`src/rtl/sfp_port_array.sv`:
```
// Multi-cage SFP sideband manager: synchronised and debounced status inputs,
// sticky W1C events, maskable irq, stretched I2C reset and auto TX disable.
module sfp_port_array #(
  parameter int PORTS           = 2,
  parameter int DEBOUNCE_CYCLES = 1024,
  parameter int I2C_RST_CYCLES  = 16
) (
  input  logic                 clk,
  input  logic                 reset,
  input  logic [PORTS-1:0]     los,
  input  logic [PORTS-1:0]     mod0_prsnt_n,
  input  logic [PORTS-1:0]     tx_fault,
  output logic [PORTS-1:0]     tx_disable,
  output logic [2*PORTS-1:0]   ratesel,
  output logic [PORTS-1:0]     i2c_reset,
  output logic                 irq,
  input  logic [5:0]           mm_address,
  input  logic                 mm_read,
  output logic [7:0]           mm_readdata,
  input  logic                 mm_write,
  input  logic [7:0]           mm_writedata,
  output logic [1:0]           mm_response
);

  localparam int DW = $clog2(DEBOUNCE_CYCLES + 1);
  localparam int RW = $clog2(I2C_RST_CYCLES + 1);
  localparam logic [DW-1:0] DB_LAST = DW'(DEBOUNCE_CYCLES - 1);
  localparam logic [RW-1:0] RST_LEN = RW'(I2C_RST_CYCLES);
  // Input vector order per cage: {fault, los, present}; debounced reset value.
  localparam logic [2:0] IN_RST = 3'b010;

  logic [2:0]    raw      [PORTS];
  logic [2:0]    meta     [PORTS];
  logic [2:0]    sync     [PORTS];
  logic [2:0]    deb      [PORTS];
  logic [2:0]    deb_nxt  [PORTS];
  logic [DW-1:0] db_cnt   [PORTS][3];
  logic [DW-1:0] cnt_nxt  [PORTS][3];
  logic [4:0]    ev_set   [PORTS];
  logic [4:0]    event_q  [PORTS];
  logic [4:0]    mask_q   [PORTS];
  logic [1:0]    auto_q   [PORTS];
  logic [1:0]    rate_q   [PORTS];
  logic [RW-1:0] rst_cnt  [PORTS];
  logic [PORTS-1:0] tx_q;
  logic [PORTS-1:0] insert_q;
  logic [PORTS-1:0] wr_ctrl, wr_event, wr_mask, wr_auto, force_tx;

  logic [3:0] port;
  logic [1:0] reg_idx;
  logic       port_ok;
  logic [7:0] rd_mux;
  logic       unused_bits;

  assign port        = mm_address[5:2];
  assign reg_idx     = mm_address[1:0];
  assign port_ok     = (int'(port) < PORTS);
  assign unused_bits = mm_writedata[7];

  always_comb begin
    for (int p = 0; p < PORTS; p++) begin
      raw[p] = {tx_fault[p], los[p], ~mod0_prsnt_n[p]};
      for (int i = 0; i < 3; i++) begin
        deb_nxt[p][i] = deb[p][i];
        cnt_nxt[p][i] = '0;
        if (sync[p][i] != deb[p][i]) begin
          if (db_cnt[p][i] == DB_LAST) deb_nxt[p][i] = sync[p][i];
          else                         cnt_nxt[p][i] = db_cnt[p][i] + 1'b1;
        end
      end
      ev_set[p] = { deb_nxt[p][2] & ~deb[p][2],   // fault rise
                   ~deb_nxt[p][1] &  deb[p][1],   // los fall
                    deb_nxt[p][1] & ~deb[p][1],   // los rise
                   ~deb_nxt[p][0] &  deb[p][0],   // remove
                    deb_nxt[p][0] & ~deb[p][0]};  // insert
      wr_ctrl[p]  = mm_write && (port == 4'(p)) && (reg_idx == 2'd0);
      wr_event[p] = mm_write && (port == 4'(p)) && (reg_idx == 2'd1);
      wr_mask[p]  = mm_write && (port == 4'(p)) && (reg_idx == 2'd2);
      wr_auto[p]  = mm_write && (port == 4'(p)) && (reg_idx == 2'd3);
      force_tx[p] = (auto_q[p][0] & ev_set[p][1]) | (auto_q[p][1] & ev_set[p][4]);
    end
  end

  // Ports beyond PORTS match no cage, so their reads fall through to zero.
  always_comb begin
    rd_mux = '0;
    for (int p = 0; p < PORTS; p++) begin
      if (port == 4'(p)) begin
        case (reg_idx)
          2'd0:    rd_mux = {1'b0, i2c_reset[p], rate_q[p], tx_q[p], deb[p]};
          2'd1:    rd_mux = {3'b000, event_q[p]};
          2'd2:    rd_mux = {3'b000, mask_q[p]};
          default: rd_mux = {6'b000000, auto_q[p]};
        endcase
      end
    end
  end

  always_ff @(posedge clk) begin
    if (reset) begin
      for (int p = 0; p < PORTS; p++) begin
        meta[p]    <= IN_RST;
        sync[p]    <= IN_RST;
        deb[p]     <= IN_RST;
        for (int i = 0; i < 3; i++) db_cnt[p][i] <= '0;
        event_q[p] <= '0;
        mask_q[p]  <= '0;
        auto_q[p]  <= 2'b11;
        rate_q[p]  <= '0;
        rst_cnt[p] <= '0;
      end
      tx_q        <= '1;
      insert_q    <= '0;
      mm_readdata <= '0;
      mm_response <= 2'b00;
    end else begin
      for (int p = 0; p < PORTS; p++) begin
        meta[p] <= raw[p];
        sync[p] <= meta[p];
        deb[p]  <= deb_nxt[p];
        for (int i = 0; i < 3; i++) db_cnt[p][i] <= cnt_nxt[p][i];
        insert_q[p] <= ev_set[p][0];
        // A new event outranks a simultaneous W1C of the same bit.
        event_q[p] <= (event_q[p] & ~(wr_event[p] ? mm_writedata[4:0] : 5'b0)) | ev_set[p];
        if (wr_mask[p]) mask_q[p] <= mm_writedata[4:0];
        if (wr_auto[p]) auto_q[p] <= mm_writedata[1:0];
        if (wr_ctrl[p]) begin
          tx_q[p]   <= mm_writedata[3];
          rate_q[p] <= mm_writedata[5:4];
        end
        if (force_tx[p]) tx_q[p] <= 1'b1;
        if (insert_q[p] || (wr_ctrl[p] && mm_writedata[6])) rst_cnt[p] <= RST_LEN;
        else if (rst_cnt[p] != '0)                          rst_cnt[p] <= rst_cnt[p] - 1'b1;
      end
      if (mm_read) begin
        mm_readdata <= rd_mux;
        mm_response <= port_ok ? 2'b00 : 2'b11;
      end else begin
        mm_response <= 2'b00;
      end
    end
  end

  for (genvar g = 0; g < PORTS; g++) begin : g_out
    assign ratesel[2*g +: 2] = rate_q[g];
    assign i2c_reset[g]      = reset | (rst_cnt[g] != '0);
  end

  assign tx_disable = tx_q;

  always_comb begin
    irq = 1'b0;
    for (int p = 0; p < PORTS; p++) irq = irq | (|(event_q[p] & mask_q[p]));
  end

endmodule

```
`config.mk`:
```
export PLATFORM = sky130hd
export DESIGN_NAME = sfp_port_array
export DESIGN_NICKNAME = d
export VERILOG_FILES = /design/src/rtl/sfp_port_array.sv
export SDC_FILE = /design/constraint.sdc
export NUM_CORES = 1
export LEC_CHECK = 0
export CAP_MARGIN = 20
export CORE_ASPECT_RATIO = 0.9
export CORE_MARGIN = 4
export CORE_UTILIZATION = 45
export CTS_BUF_LIST = sky130_fd_sc_hd__clkbuf_4 sky130_fd_sc_hd__clkbuf_8
export DETAILED_ROUTE_END_ITERATION = 6
export PLACE_DENSITY = 0.7
export SYNTH_ARGS = -nofsm -noshare
export SYNTH_HDL_FRONTEND = slang
export SYNTH_SLANG_ARGS = --single-unit
```
`constraint.sdc`:
```
create_clock -name clk -period 4.3 [get_ports clk]
set_input_delay 0.86 -clock clk [delete_from_list [all_inputs] [get_ports clk]]
set_output_delay 0.86 -clock clk [all_outputs]
set_load 0.02 [all_outputs]
```
==> summary.txt <==
================================================================================
Most frequent cells in the layout                                   sky130_fd_sc_hd__dfxtp_1 (106), sky130_fd_sc_hd__nor2_1 (97), sky130_fd_sc_hd__nand2_1 (49)
Number of buffers created by CTS                                              17
# Post-CTS Setup Buffers                                                       0
Unrepaired setup endpoints after global routing                               no
Initial detailed-routing violation count                                     301
Total power                                                             2.823 mW
Critical-path maximum fanout                                                   5
Maximum number of pins on one net before global-route repair                  44
Flop and latch count out of synthesis                                        134
Global-route usage over all layers                                        16.89%
Worst setup path category                                             reg -> out
Insertion delay of the later-clocked pin in the worst-skew pair          0.44 ns
Number of enable flip-flop cells after synthesis                              28
Setup crit start kind                                                   register
Post-Syn Nets                                                                636
Detail Route Antenna Nets                                                      0
Total area of multi-input combinational cells                           2758 µm²
Final Setup Violations                                                         0
# port buffers                                                                40
Worst max-slew margin expressed relative to the limit                     43.47%
Fraction of the yosys area taken by sequential cells                      50.32%
Vias in the first global route                                             4,393
Final HPWL from detailed placement                                      8.688 mm
Crit path time final                                                    3.193 ns
Number of fill cells in the layout                                         1,129
Clock buffer depth                                                             2
Initial antenna violation count                                                0
Area contributors post-synth                                        sky130_fd_sc_hd__dfxtp_1 (36%), sky130_fd_sc_hd__edfxtp_1 (14%), sky130_fd_sc_hd__nor2_1 (6.2%)
Wire per inst                                                           14.69 µm
Number of max-slew violations in the final report                              0
Clock tree from TritonCTS                                                    yes
Count of boundary I/O pins                                                    43
Library cells used by synthesis                                               59
Synthesis warning total                                                        0
Cell Chain, Critical Path                                           inv_1 -> ha_1 -> or4b_4 -> nand2b_1 -> clkdlybuf4s50_1
Average size of a mapped cell                                          9.781 µm²
Clock transition at path regs                                            0.07 ns
Data arrival time of the worst path                                      2.33 ns
Slowest cell on the critical path                                   sky130_fd_sc_hd__clkdlybuf4s50_1
Status                                                                 completed
CTS Hold Buffers Added                                                         0
CTS Root Cell                                                       sky130_fd_sc_hd__clkbuf_8
Reg area                                                                2963 µm²
Antenna diode count                                                            0
Post-layout utilization of the core                                       53.61%
Crit path required time                                                  3.44 ns
CTS sink count                                                               134
Global-route wire length before repair                                  20.23 mm
Leading cell type in the layout, fill and taps excluded             sky130_fd_sc_hd__dfxtp_1
Resized Gates After CTS                                                        0
Sort of element at the end of the critical path                       output pin
Setup_tns                                                                   0 ns
Number of detailed-routing iterations run before antenna repair                5
Grt total ovfl                                                                 0
DRC violation count after routing                                              0
Count of nets after finishing                                                678
Count of H-tree levels built during CTS                                        4
Final Hold Fails                                                               0
Core area                                                             12,740 µm²
Post-Synthesis Cells                                                         602
Transition time of the tightest slew-check pin                         0.8391 ns
Std-Cell Rows                                                                 39
DRT Wirelength                                                          12.06 mm
Hold crit path type                                                   reg -> reg
Share of async-settable or async-resettable flops after synthesis             0%
Maximum Capacitance Violations                                                 0
Max Fclk                                                              0.3132 GHz
Static Leakage                                                          2.393 nW
Relative area change from synthesis to final layout                       15.96%
Library cell with the largest summed area after synthesis           sky130_fd_sc_hd__dfxtp_1
Fraction of final layout cells sized beyond drive strength 1              9.741%
Count of vias placed by the detailed router                                4,352
Horizontal die dimension                                                128.6 µm
Final period utilization                                                  74.25%
Effective utilization at floorplan                                        46.23%
Leading register cell type out of synthesis                         sky130_fd_sc_hd__dfxtp_1
Cell area power density                                             413.4 nW/µm²
Final RePlAce weighted congestion                                         0.8730
Max rail drop VDD                                                      0.2378 mV
Die ar.                                                               14,980 µm²
Highest cell delay on the worst timing path                              0.58 ns
Detail-routed via count per cell                                           5.301
Post-synth design cell area                                             5888 µm²
Die H                                                                   116.5 µm
Worst Skew                                                            0.01280 ns
Area fraction of the dominant cell type after synthesis                   36.04%
================================================================================
==> worst max-delay path, delay by kind of cell (launching register included) <==
| kind | cells | cell delay, ns |
|---|---|---|
| fa+ha+maj | 1 | 0.13 |
| simple gates | 2 | 0.69 |
| buf+inv | 2 | 0.68 |
| flops | 1 | 0.40 |
==> Yosys cell counts, types with 3 or more instances <==
cell type                    n
sky130_fd_sc_hd__a21o_1      4
sky130_fd_sc_hd__a21oi_1    20
sky130_fd_sc_hd__a22oi_1     3
sky130_fd_sc_hd__a32o_1      4
sky130_fd_sc_hd__and2_1      7
sky130_fd_sc_hd__and3_1      9
sky130_fd_sc_hd__and4_1      3
sky130_fd_sc_hd__buf_2      11
sky130_fd_sc_hd__buf_4       5
sky130_fd_sc_hd__clkbuf_1    4
sky130_fd_sc_hd__dfxtp_1   106
sky130_fd_sc_hd__edfxtp_1   28
sky130_fd_sc_hd__ha_1       10
sky130_fd_sc_hd__inv_1      15
sky130_fd_sc_hd__mux2_2      3
sky130_fd_sc_hd__mux2i_1    15
sky130_fd_sc_hd__nand2_1    49
sky130_fd_sc_hd__nand2b_1    9
sky130_fd_sc_hd__nand3_1    26
sky130_fd_sc_hd__nand4_1    12
sky130_fd_sc_hd__nor2_1     97
sky130_fd_sc_hd__nor2b_1    14
sky130_fd_sc_hd__nor3_1     19
sky130_fd_sc_hd__nor3b_1     4
sky130_fd_sc_hd__nor4_2      3
sky130_fd_sc_hd__o211ai_1    3
sky130_fd_sc_hd__o21ai_0    18
sky130_fd_sc_hd__or2_2       5
sky130_fd_sc_hd__or3_1       6
sky130_fd_sc_hd__xnor2_1    33
sky130_fd_sc_hd__xor2_1     21
==> sequential cells by signal, indices dropped and copies added, names as in the netlist, 4 cells and up <==
register and flops:
mask_q 10, sync 6, meta 6, mm_readdata 7, rst_cnt 10, event_q 10
db_cnt 66, rate_q 4, auto_q 4, deb 6
==> path summary, 6_finish.rpt <==
kind	start	to	slack [ns]	depth (start not counted)
setup / recovery	rst_cnt[0][0]	i2c_reset[0]	1.11	5
hold / removal	meta[0][4]	sync[0][4]	0.41	1
setup reg to reg	rst_cnt[0][0]	rst_cnt[0][2]	2.41	5
hold reg to reg	meta[0][4]	sync[0][4]	0.41	1
==> per-stage QoR <==
stage	cells	setup WS, ns	hold slack, ns	instance area [µm²]
after CTS	821	1.076	0.4135	6828
after global placement	789	1.139	0.3962	6404
after floorplan	602	2.042	0.3895	5888
after detailed placement	789	1.014	0.3968	6404
final	821	1.107	0.4072	6828
after global routing	821	1.008	0.4319	6828
==> per-layer routing <==
metal / global-route usage (%) / routed length (µm)
met5: 0 / 0
met4: 5.808 / 165
met3: 4.710 / 668
met2: 28.53 / 5832
met1: 20.95 / 5394
==> report_power, final <==
group          leakage (nW)  internal, mW  switching (mW)
clock                 0.223         0.619           0.485
sequential             1.14          1.36          0.0432
combinational          1.03         0.144           0.169
total                  2.39          2.13           0.697
==> cells by family (layout without fill, tap and decap cells) <==
| family | after synthesis | count (layout) | share of synthesized area [%] |
|---|---|---|---|
| muxes | 20 | 20 | 3.888 |
| other | 1 | 1 | 0.06369 |
| AOI/OAI and AO/OA | 68 | 68 | 7.693 |
| xor gates and xnor gates | 54 | 54 | 8.032 |
| DFF | 134 | 134 | 50.32 |
| buffers and inverters | 36 | 91 | 2.847 |
| adders and majority gates | 10 | 10 | 2.125 |
| and+or+nand+nor | 279 | 279 | 25.03 |
==> area by class of cell <==
cell class,count,share of cell area (%)
inverter,16,0.8796
sequential,134,43.39
multi-input combinational,432,40.39
clock inverter,12,2.181
timing repair buffer,43,6.121
clock buffer,20,4.032
tap,164,3.005
Note: power is estimated with default switching activity, not from simulation.
